$ cat src/rtl/bsa_pkg.sv
// Shared definitions for the bit-serial adder sequencer: FSM state encoding
// and the counter width rule.
package bsa_pkg;

  // Sequencer states; encodings are fixed so that state dumps read the same
  // across builds.
  typedef enum logic [1:0] {
    BSA_IDLE  = 2'b00,
    BSA_SHIFT = 2'b01,
    BSA_DONE  = 2'b10
  } bsa_state_e;

  // Bit counter width for a given operand width; the counter only ever
  // reaches width-1.
  function automatic int bsa_cnt_w(input int width);
    return $clog2(width);
  endfunction

endpackage

$ cat src/rtl/bit_serial_adder_ctrl_if.sv
// Request/result bus of the bit-serial adder sequencer.
// Optional feature macro: BSA_SUB_EN adds the 'sub' request bit.
interface bit_serial_adder_ctrl_if #(
  parameter int WIDTH = 8
);
  logic             start;
  logic [WIDTH-1:0] a;
  logic [WIDTH-1:0] b;
  logic             cin;
`ifdef BSA_SUB_EN
  logic             sub;
`endif
  logic             busy;
  logic             done;
  logic [WIDTH-1:0] sum;
  logic             cout;

  // Requester side: issues operands, watches status and result.
  modport master (
    output start, a, b, cin,
`ifdef BSA_SUB_EN
    output sub,
`endif
    input  busy, done, sum, cout
  );

  // Sequencer side.
  modport slave (
    input  start, a, b, cin,
`ifdef BSA_SUB_EN
    input  sub,
`endif
    output busy, done, sum, cout
  );
endinterface

$ cat src/rtl/dff_ar.sv
// Single D flip-flop with asynchronous active-high reset; holds the
// running carry of the bit-serial adder.
module dff_ar (
  input  logic clk,
  input  logic rst,
  input  logic d,
  output logic q
);

  // Carry storage, cleared immediately on reset.
  // NOTE: sequential state uses non-blocking '<=' so every flop samples
  // values from before the edge, independent of block evaluation order.
  always_ff @(posedge clk or posedge rst) begin
    if (rst) q <= 1'b0;
    else     q <= d;
  end

endmodule

$ cat src/rtl/bit_serial_adder_ctrl.sv
// Bit-serial adder sequencer: captures two operands and a carry-in on start,
// adds one bit per clock LSB first, assembles the sum in a shift register
// and pulses done for one cycle. The carry lives in a dff_ar instance.
// Optional feature macro: BSA_SUB_EN (adds subtract via the 'sub' bus bit).
module bit_serial_adder_ctrl
  import bsa_pkg::*;
#(
  parameter int WIDTH = 8
) (
  input logic                   clk,
  input logic                   rst,
  bit_serial_adder_ctrl_if.slave bus
);

  localparam int                 BSA_CNT_W = bsa_cnt_w(WIDTH);
  localparam logic [BSA_CNT_W-1:0] CNT_LAST  = BSA_CNT_W'(WIDTH - 1);

  bsa_state_e           state_q, state_d;
  logic [WIDTH-1:0]     a_r, b_r;
  logic [WIDTH-1:0]     sum_r;
  logic                 cout_r;
  logic [BSA_CNT_W-1:0] cnt_q;

  logic                 load;
  logic                 shift;
  logic                 last;
  logic                 carry_q, carry_d;
  logic                 sum_bit;
  logic                 carry_maj;
  logic [WIDTH-1:0]     b_load;
  logic                 carry_load;

  // Operand/carry values taken on the accepting edge.
`ifdef BSA_SUB_EN
  assign b_load     = bus.sub ? ~bus.b : bus.b;
  assign carry_load = bus.sub ? 1'b1   : bus.cin;
`else
  assign b_load     = bus.b;
  assign carry_load = bus.cin;
`endif

  // One full-adder slice on the current LSBs.
  assign sum_bit   = a_r[0] ^ b_r[0] ^ carry_q;
  assign carry_maj = (a_r[0] & b_r[0]) | (a_r[0] & carry_q) | (b_r[0] & carry_q);

  // Next-state decode plus load/shift/last strobes for the datapath.
  // NOTE: every signal written here gets a default first, so no path can
  // leave one unassigned and infer a latch.
  always_comb begin
    state_d = state_q;
    load    = 1'b0;
    shift   = 1'b0;
    last    = 1'b0;
    case (state_q)
      BSA_IDLE, BSA_DONE: begin
        if (bus.start) begin
          state_d = BSA_SHIFT;
          load    = 1'b1;
        end else begin
          state_d = BSA_IDLE;
        end
      end
      BSA_SHIFT: begin
        shift = 1'b1;
        if (cnt_q == CNT_LAST) begin
          state_d = BSA_DONE;
          last    = 1'b1;
        end
      end
      default: state_d = BSA_IDLE;
    endcase
  end

  // State register; start during SHIFT has no effect because SHIFT ignores it.
  always_ff @(posedge clk or posedge rst) begin
    if (rst) state_q <= BSA_IDLE;
    else     state_q <= state_d;
  end

  // Carry: seeded on accept, updated by the majority term while shifting.
  always_comb begin
    carry_d = carry_q;
    if (load)       carry_d = carry_load;
    else if (shift) carry_d = carry_maj;
  end

  dff_ar u_carry (
    .clk (clk),
    .rst (rst),
    .d   (carry_d),
    .q   (carry_q)
  );

  // Operand shifters, bit counter, sum assembly and final carry capture.
  // sum/cout are untouched by the accept edge; they change once shifting starts.
  always_ff @(posedge clk or posedge rst) begin
    if (rst) begin
      a_r    <= '0;
      b_r    <= '0;
      cnt_q  <= '0;
      sum_r  <= '0;
      cout_r <= 1'b0;
    end else if (load) begin
      a_r   <= bus.a;
      b_r   <= b_load;
      cnt_q <= '0;
    end else if (shift) begin
      a_r   <= {1'b0, a_r[WIDTH-1:1]};
      b_r   <= {1'b0, b_r[WIDTH-1:1]};
      sum_r <= {sum_bit, sum_r[WIDTH-1:1]};
      // Wrap to zero on the last bit so the counter never passes WIDTH-1.
      cnt_q <= last ? '0 : cnt_q + BSA_CNT_W'(1);
      if (last) cout_r <= carry_maj;
    end
  end

  assign bus.busy = (state_q == BSA_SHIFT);
  assign bus.done = (state_q == BSA_DONE);
  assign bus.sum  = sum_r;
  assign bus.cout = cout_r;

endmodule
$ cat src/flat_wrapper.sv
// flat-port wrapper written by rule: the top's interface ports become plain ports
module bit_serial_adder_ctrl_flat import bsa_pkg::*;
#(
  parameter int WIDTH = 8
)
  (clk, rst, bus_start, bus_a, bus_b, bus_cin, bus_busy, bus_done, bus_sum, bus_cout);
  bit_serial_adder_ctrl_if #(.WIDTH(WIDTH)) bus_i ();
  input logic clk;
  input logic rst;
  input wire logic [$bits(bus_i.start)-1:0] bus_start;
  input wire logic [$bits(bus_i.a)-1:0] bus_a;
  input wire logic [$bits(bus_i.b)-1:0] bus_b;
  input wire logic [$bits(bus_i.cin)-1:0] bus_cin;
  output wire logic [$bits(bus_i.busy)-1:0] bus_busy;
  output wire logic [$bits(bus_i.done)-1:0] bus_done;
  output wire logic [$bits(bus_i.sum)-1:0] bus_sum;
  output wire logic [$bits(bus_i.cout)-1:0] bus_cout;
  assign bus_i.start = bus_start;
  assign bus_i.a = bus_a;
  assign bus_i.b = bus_b;
  assign bus_i.cin = bus_cin;
  assign bus_busy = bus_i.busy;
  assign bus_done = bus_i.done;
  assign bus_sum = bus_i.sum;
  assign bus_cout = bus_i.cout;
  bit_serial_adder_ctrl #(.WIDTH(WIDTH)) u_core (.clk(clk), .rst(rst), .bus(bus_i));
endmodule
$ cat config.mk
export PLATFORM = sky130hd
export DESIGN_NAME = bit_serial_adder_ctrl_flat
export DESIGN_NICKNAME = d
export VERILOG_FILES = /design/src/rtl/bsa_pkg.sv /design/src/rtl/bit_serial_adder_ctrl_if.sv /design/src/rtl/dff_ar.sv /design/src/rtl/bit_serial_adder_ctrl.sv /design/src/flat_wrapper.sv
export SDC_FILE = /design/constraint.sdc
export NUM_CORES = 1
export LEC_CHECK = 0
export CAP_MARGIN = 20
export CORE_ASPECT_RATIO = 0.7
export CORE_UTILIZATION = 35
export CTS_BUF_LIST = sky130_fd_sc_hd__clkbuf_16
export DETAILED_ROUTE_END_ITERATION = 10
export GPL_TIMING_DRIVEN = 0
export PLACE_DENSITY_LB_ADDON = 0.05
export SETUP_SLACK_MARGIN = 0.4
export SYNTH_ARGS = -nofsm -noshare
export SYNTH_HDL_FRONTEND = slang
export SYNTH_SLANG_ARGS = --single-unit
$ cat constraint.sdc
create_clock -name clk -period 2.9 [get_ports clk]
set_input_delay 0.87 -clock clk [delete_from_list [all_inputs] [get_ports clk]]
set_output_delay 0.87 -clock clk [all_outputs]
set_load 0.05 [all_outputs]
# --- Word-level counts from Yosys, hierarchy flattened ---
# Cells that the tools add are included.
word_totals:
  ff_bits: 31
  input_bits: 20
  out_inout_bits: 11
  word_cells: 42
op_classes:
  add_sub_neg: 1
  eq_ne: 4
  muxes: 17
  bitwise_logic: 8
  reduce_logical: 5
op_table:
  columns: ["operator", "count"]
  rows:
  - ["8-bit 2-to-1 mux", 4]
  - ["3-bit 2-to-1 mux", 3]
  - ["1-bit 2-to-1 mux", 8]
  - ["2-bit case mux with 2 select lines", 1]
  - ["3-bit by 1-bit adder with 3-bit output, second input constant", 1]
  - ["1-bit AND", 3]
  - ["3-bit == test, second input constant", 1]
  - ["3-bit AND reduction", 1]
  - ["2-bit by 1-bit == test with 1-bit output, second input constant", 1]
  - ["2-bit == test, second input constant", 1]
  - ["2-bit zero test", 1]
  - ["2-bit 2-to-1 mux", 1]
  - ["2-bit by 1-bit inequality test with 1-bit output, second input constant", 1]
  - ["1-bit OR", 2]
  - ["2-bit AND reduction", 1]
  - ["2-bit nonzero test", 1]
  - ["2-bit OR reduction", 1]
  - ["1-bit XOR", 2]
  - ["1-bit NOT", 1]

# --- Logic depth before layout (Yosys ltp) ---
logic_depth:
  depth_word: 6
  ltp_mapped: 6
  depth_no_buf: 4

# --- Cells and area by module ---
# Synthesis repeated with hierarchy kept, for this count alone.
unflattened:
  cells_unflattened: 137
  area_unflattened_um2: 1392.6
by_module_without_submodules:
  columns: ["mod", "n_inst", "cells_per_inst", "area_each_um2", "seq_area_each_um2"]
  rows:
  - ["bit_serial_adder_ctrl", 1, 135, 1363.8, 750.7]
  - ["dff_ar", 1, 2, 28.8, 25.0]

# --- Worst setup path before layout ---
# No wires, ideal clock.
synth_timing:
  path_kind: "register to output"
  startpoint: "reg u_core.state_q[0]"
  endpoint: "out bus_done"
  t_arrival_ns: 1.134
  required_time_ns: 2.030
  setup_slack_ns: 0.896
  stages_incl_launch_ff: 2
  path_buffers: 0
  path_cell_list: "dfrtp_1 -> nor2b_1"
synth_via:
  elab_chain_cells: 1
synth_rtl:
  columns: ["element", "line", "text"]
  rows:
  - ["start: declaration", "bit_serial_adder_ctrl.sv:18", "bsa_state_e state_q, state_d;"]
  - ["start signal: assignment", "bit_serial_adder_ctrl.sv:77", "else state_q <= state_d;"]
  - ["2-bit == test", "bit_serial_adder_ctrl.sv:118", "assign bus.done = (state_q == BSA_DONE);"]
  - ["end: declaration", "flat_wrapper.sv:15", "output wire logic [$bits(bus_i.done)-1:0] bus_done;"]
# Every way passes these cells.

# --- Worst setup path after layout ---
layout_timing:
  startpoint: "reg u_core.state_q[1]"
  endpoint: "out bus_busy"
layout_via:
  elab_chain_cells: 1
layout_rtl:
  columns: ["element", "line", "text"]
  rows:
  - ["2-bit by 1-bit == test with 1-bit output", "bit_serial_adder_ctrl.sv:117", "assign bus.busy = (state_q == BSA_SHIFT);"]
  - ["end: declaration", "flat_wrapper.sv:14", "output wire logic [$bits(bus_i.busy)-1:0] bus_busy;"]
# Every way passes these cells.

==> reports/results.md <==
- outcome: completed
- Worst-Margin Slew: 533 ps
- part of the power in registers: 0.341
- die boundary width: 75.6 um
- initial cell density of the core: 0.370
- met2 routed wirelength: 1220 um
- final hold violation count: 0
- number of DRC markers in iteration 0: 56
- clk_lat worst skew: 270 ps
- clock transition at the registers of the reported paths: 50 ps
- core area: 3580 um2
- Buffers & Inverters on Critical Path: 4
- share of total power in the clock network: 0.204
- Final Power: 2290 uW
- final net count: 190
- Syn Nets: 152
- cell-by-cell trace of the critical path: nand2b_1 > buf_4 > inv_4 > clkbuf_4 > buf_4
- post-synthesis async set-or-reset flop share: 1.00
- biggest cell delay along the critical path: 420 ps
- CP max stage cell: sky130_fd_sc_hd__dfrtp_1
- total number of vias: 1057
- number of global-route vias before repair: 1032
- synthesized area per cell: 10.3 um2
- diodes inserted: 0
- final setup skew: 7.34 ps
- max-capacitance violation count: 0
- clock root cell: sky130_fd_sc_hd__clkbuf_16
- top metal layer carrying routed signals: met4
- aggregate global-route resource usage: 0.165
- share of the clock period used by the worst path: 0.823
- vias per std cell: 4.85
- Routed Wire Length: 2770 um
- number of core rows: 18
- wire length of the first global-routing pass: 4710 um
- number of setup violations in the final report: 0
- required time worst endpoint: 2030 ps
- TritonCTS clock tree: built
- Register Area: 776 um2
- top flip-flop cell by instance count after synthesis: sky130_fd_sc_hd__dfrtp_1
- height of the die: 53.5 um
- number of search-and-repair iterations in the first detailed-routing pass: 4
- number of top-level pins: 31
- Worst Path Max Fanout: 10
- input/output buffers: 30
- data arrival time of the worst path: 1520 ps
- distinct cell type count of the synthesized netlist: 22
- CTS H-tree lvls: 2
- yosys synthesis warning count: 0
- Cell Area, Synth: 1330 um2
- fmax: 419 MHz
- area overhead of the layout relative to synthesis: 39.6%
- sw power: 918 uW
- DRC violation count after routing: 0
- Post-synth EDFFs: 0
- type of the worst min-delay path: reg -> reg
- setup repair after global routing missed its margin: false
- number of clock sinks: 31
- final routed wire length divided by cell count: 12.7 um
- min Tclk post-route: 2390 ps
- internal cell power: 1380 uW
- Detail Placement HPWL: 2040 um
- worst setup path class: reg -> out
- Max Buffers Root-to-Sink: 2
- number of fillers in the final layout: 336
- type of origin of the critical path: flip-flop
- setup slack of the most critical reg-to-reg path: 1520 ps
- combinational fraction of design power: 0.455
- share of post-route cells with drive strength above 1: 0.119
- most frequent cell on the critical path: sky130_fd_sc_hd__buf_4
- crit-path leading delay family: buffers and inverters
- Leakage Power: 0.000823 uW
- number of flip-flops and latches in the synthesized netlist: 31
- part of the Yosys area used for sequential elements: 0.585
- sw frac: 0.400
- Met3 Wirelength: 120 um
- worst slew slack as a fraction of its limit: 0.644
- Remaining Overflow, GRT: 0
- clock buffer count from CTS: 5
- gate count after technology mapping: 129
- PD cells: 1240 nW/um2
- fin. max-slew vios: 0
- number of antenna violations at the first check in global routing: 0
- antenna-violating nets left: 0
- final weighted congestion in routability-driven placement: 0.773
- WL met1: 1430 um
- DIE AREA: 4040 um2
- pin count of the biggest net entering global routing: 21
- setup_tns: 0 ps
- multi-input combinational cell area: 498 um2
- maximum resistive drop on vdd: 0.000530 V
- kind of capture point of the worst setup path: output port
==> worst paths after layout <==
path                            cells past startpoint           endpoint         startpoint
worst max-delay path                                5           bus_busy  u_core.state_q[1]
worst min-delay path                                2  u_core.bus.sum[0]  u_core.bus.sum[0]
worst max register to register                      5    u_core.bus.cout  u_core.state_q[1]
worst min register to register                      2  u_core.bus.sum[0]  u_core.bus.sum[0]
max in group asynchronous                           3      u_core.b_r[4]                rst
min in group asynchronous                           2      u_core.a_r[3]                rst
==> worst min-delay path: cells and delay by family, from the launching register on <==
kind | cells | cell delay (ps)
flip-flops | 1 | 340
AND/OR/NAND/NOR | 2 | 110
==> per-layer routing <==
metal	vias up	track usage
met5	-	0
met4	0	0.0525
met3	2	0.0762
met2	25	0.243
met1	503	0.216
li1	527	-
==> placed cells by master, fill, tap and decap left out, drive strengths merged <==
cell and count:
clkinv 2, inv 3, dfrtp 31, nor2b 4, a22o 4, clkdlybuf4s50 28
o22ai 13, and2 1, mux2 2, buf 9, nor3 13, a21oi 2
dlygate4sd2 1, nor2 15, a211oi 2, o21ai 1, ha 2, clkbuf 6
mux2i 2, fa 1, nand2 24, nand2b 2
==> cells in the mapped netlist (all sizes together) (4+ instances only) <==
library cell / count / area (um2)
nor2: 15 / 58.8
o22ai: 13 / 81.3
buf: 8 / 42.5
nor3: 13 / 65.1
nor2b: 4 / 25.0
a22o: 4 / 35.0
nand2: 24 / 90.1
dfrtp: 31 / 776
==> per-stage QoR <==
| step | instances | instance area [um2] | hold slack (ps) | utilization | setup slack [ps] |
|---|---|---|---|---|---|
| CTS | 218 | 1850 | 498 | 0.516 | 396 |
| global placement | 209 | 1690 | 462 | 0.472 | 156 |
| finish | 218 | 1850 | 486 | 0.517 | 513 |
| global route | 218 | 1850 | 524 | 0.517 | 424 |
| detailed placement | 210 | 1720 | 482 | 0.479 | 158 |
| floorplan | 129 | 1330 | 466 | - | 896 |
==> sequential cells by signal (all words and copies together), names as in the netlist <==
| signal | cells |
|---|---|
| u_core.bus.cout | 1 |
| u_core.b_r | 8 |
| u_core.cnt_q | 3 |
| u_core.bus.sum | 8 |
| u_core.state_q | 2 |
| u_core.a_r | 8 |
| u_core.u_carry.q | 1 |
==> area by class of cell <==
cell class / instances / share of cell area
buffer: 8 / 0.0243
clock buffer: 5 / 0.0676
clock inverter: 3 / 0.00608
inverter: 2 / 0.00541
multi-input combinational: 88 / 0.269
sequential: 31 / 0.419
tap: 50 / 0.0338
timing repair buffer: 31 / 0.175
==> power by group through the flow <==
| stage | Clock [uW] | Sequential, uW | Combinational (uW) |
|---|---|---|---|
| after floorplan | 0 | 947 | 576 |
| after global placement | 0 | 777 | 1020 |
| after detailed placement | 0 | 785 | 1050 |
| after CTS | 480 | 781 | 1040 |
| after global routing | 509 | 807 | 1150 |
| final | 467 | 782 | 1040 |
==> repair_timing <==
action / 4_1_cts / 5_1_grt
setup buffers: 0 / 0
hold buffers: 0 / 0
gates resized for setup: 6 / 3
endpoints found under the setup margin: 2 / 1
hold endpoints to repair: 0 / 0
==> cell families after synthesis <==
group / Yosys count / synth area share
and+or+nand+nor: 59 / 0.196
DFF: 31 / 0.585
AOI/OAI and AO/OA: 22 / 0.110
buffers and inverters: 10 / 0.0396
muxes: 4 / 0.0349
adders and majority gates: 3 / 0.0340
Note: power is estimated with default switching activity, not from simulation.
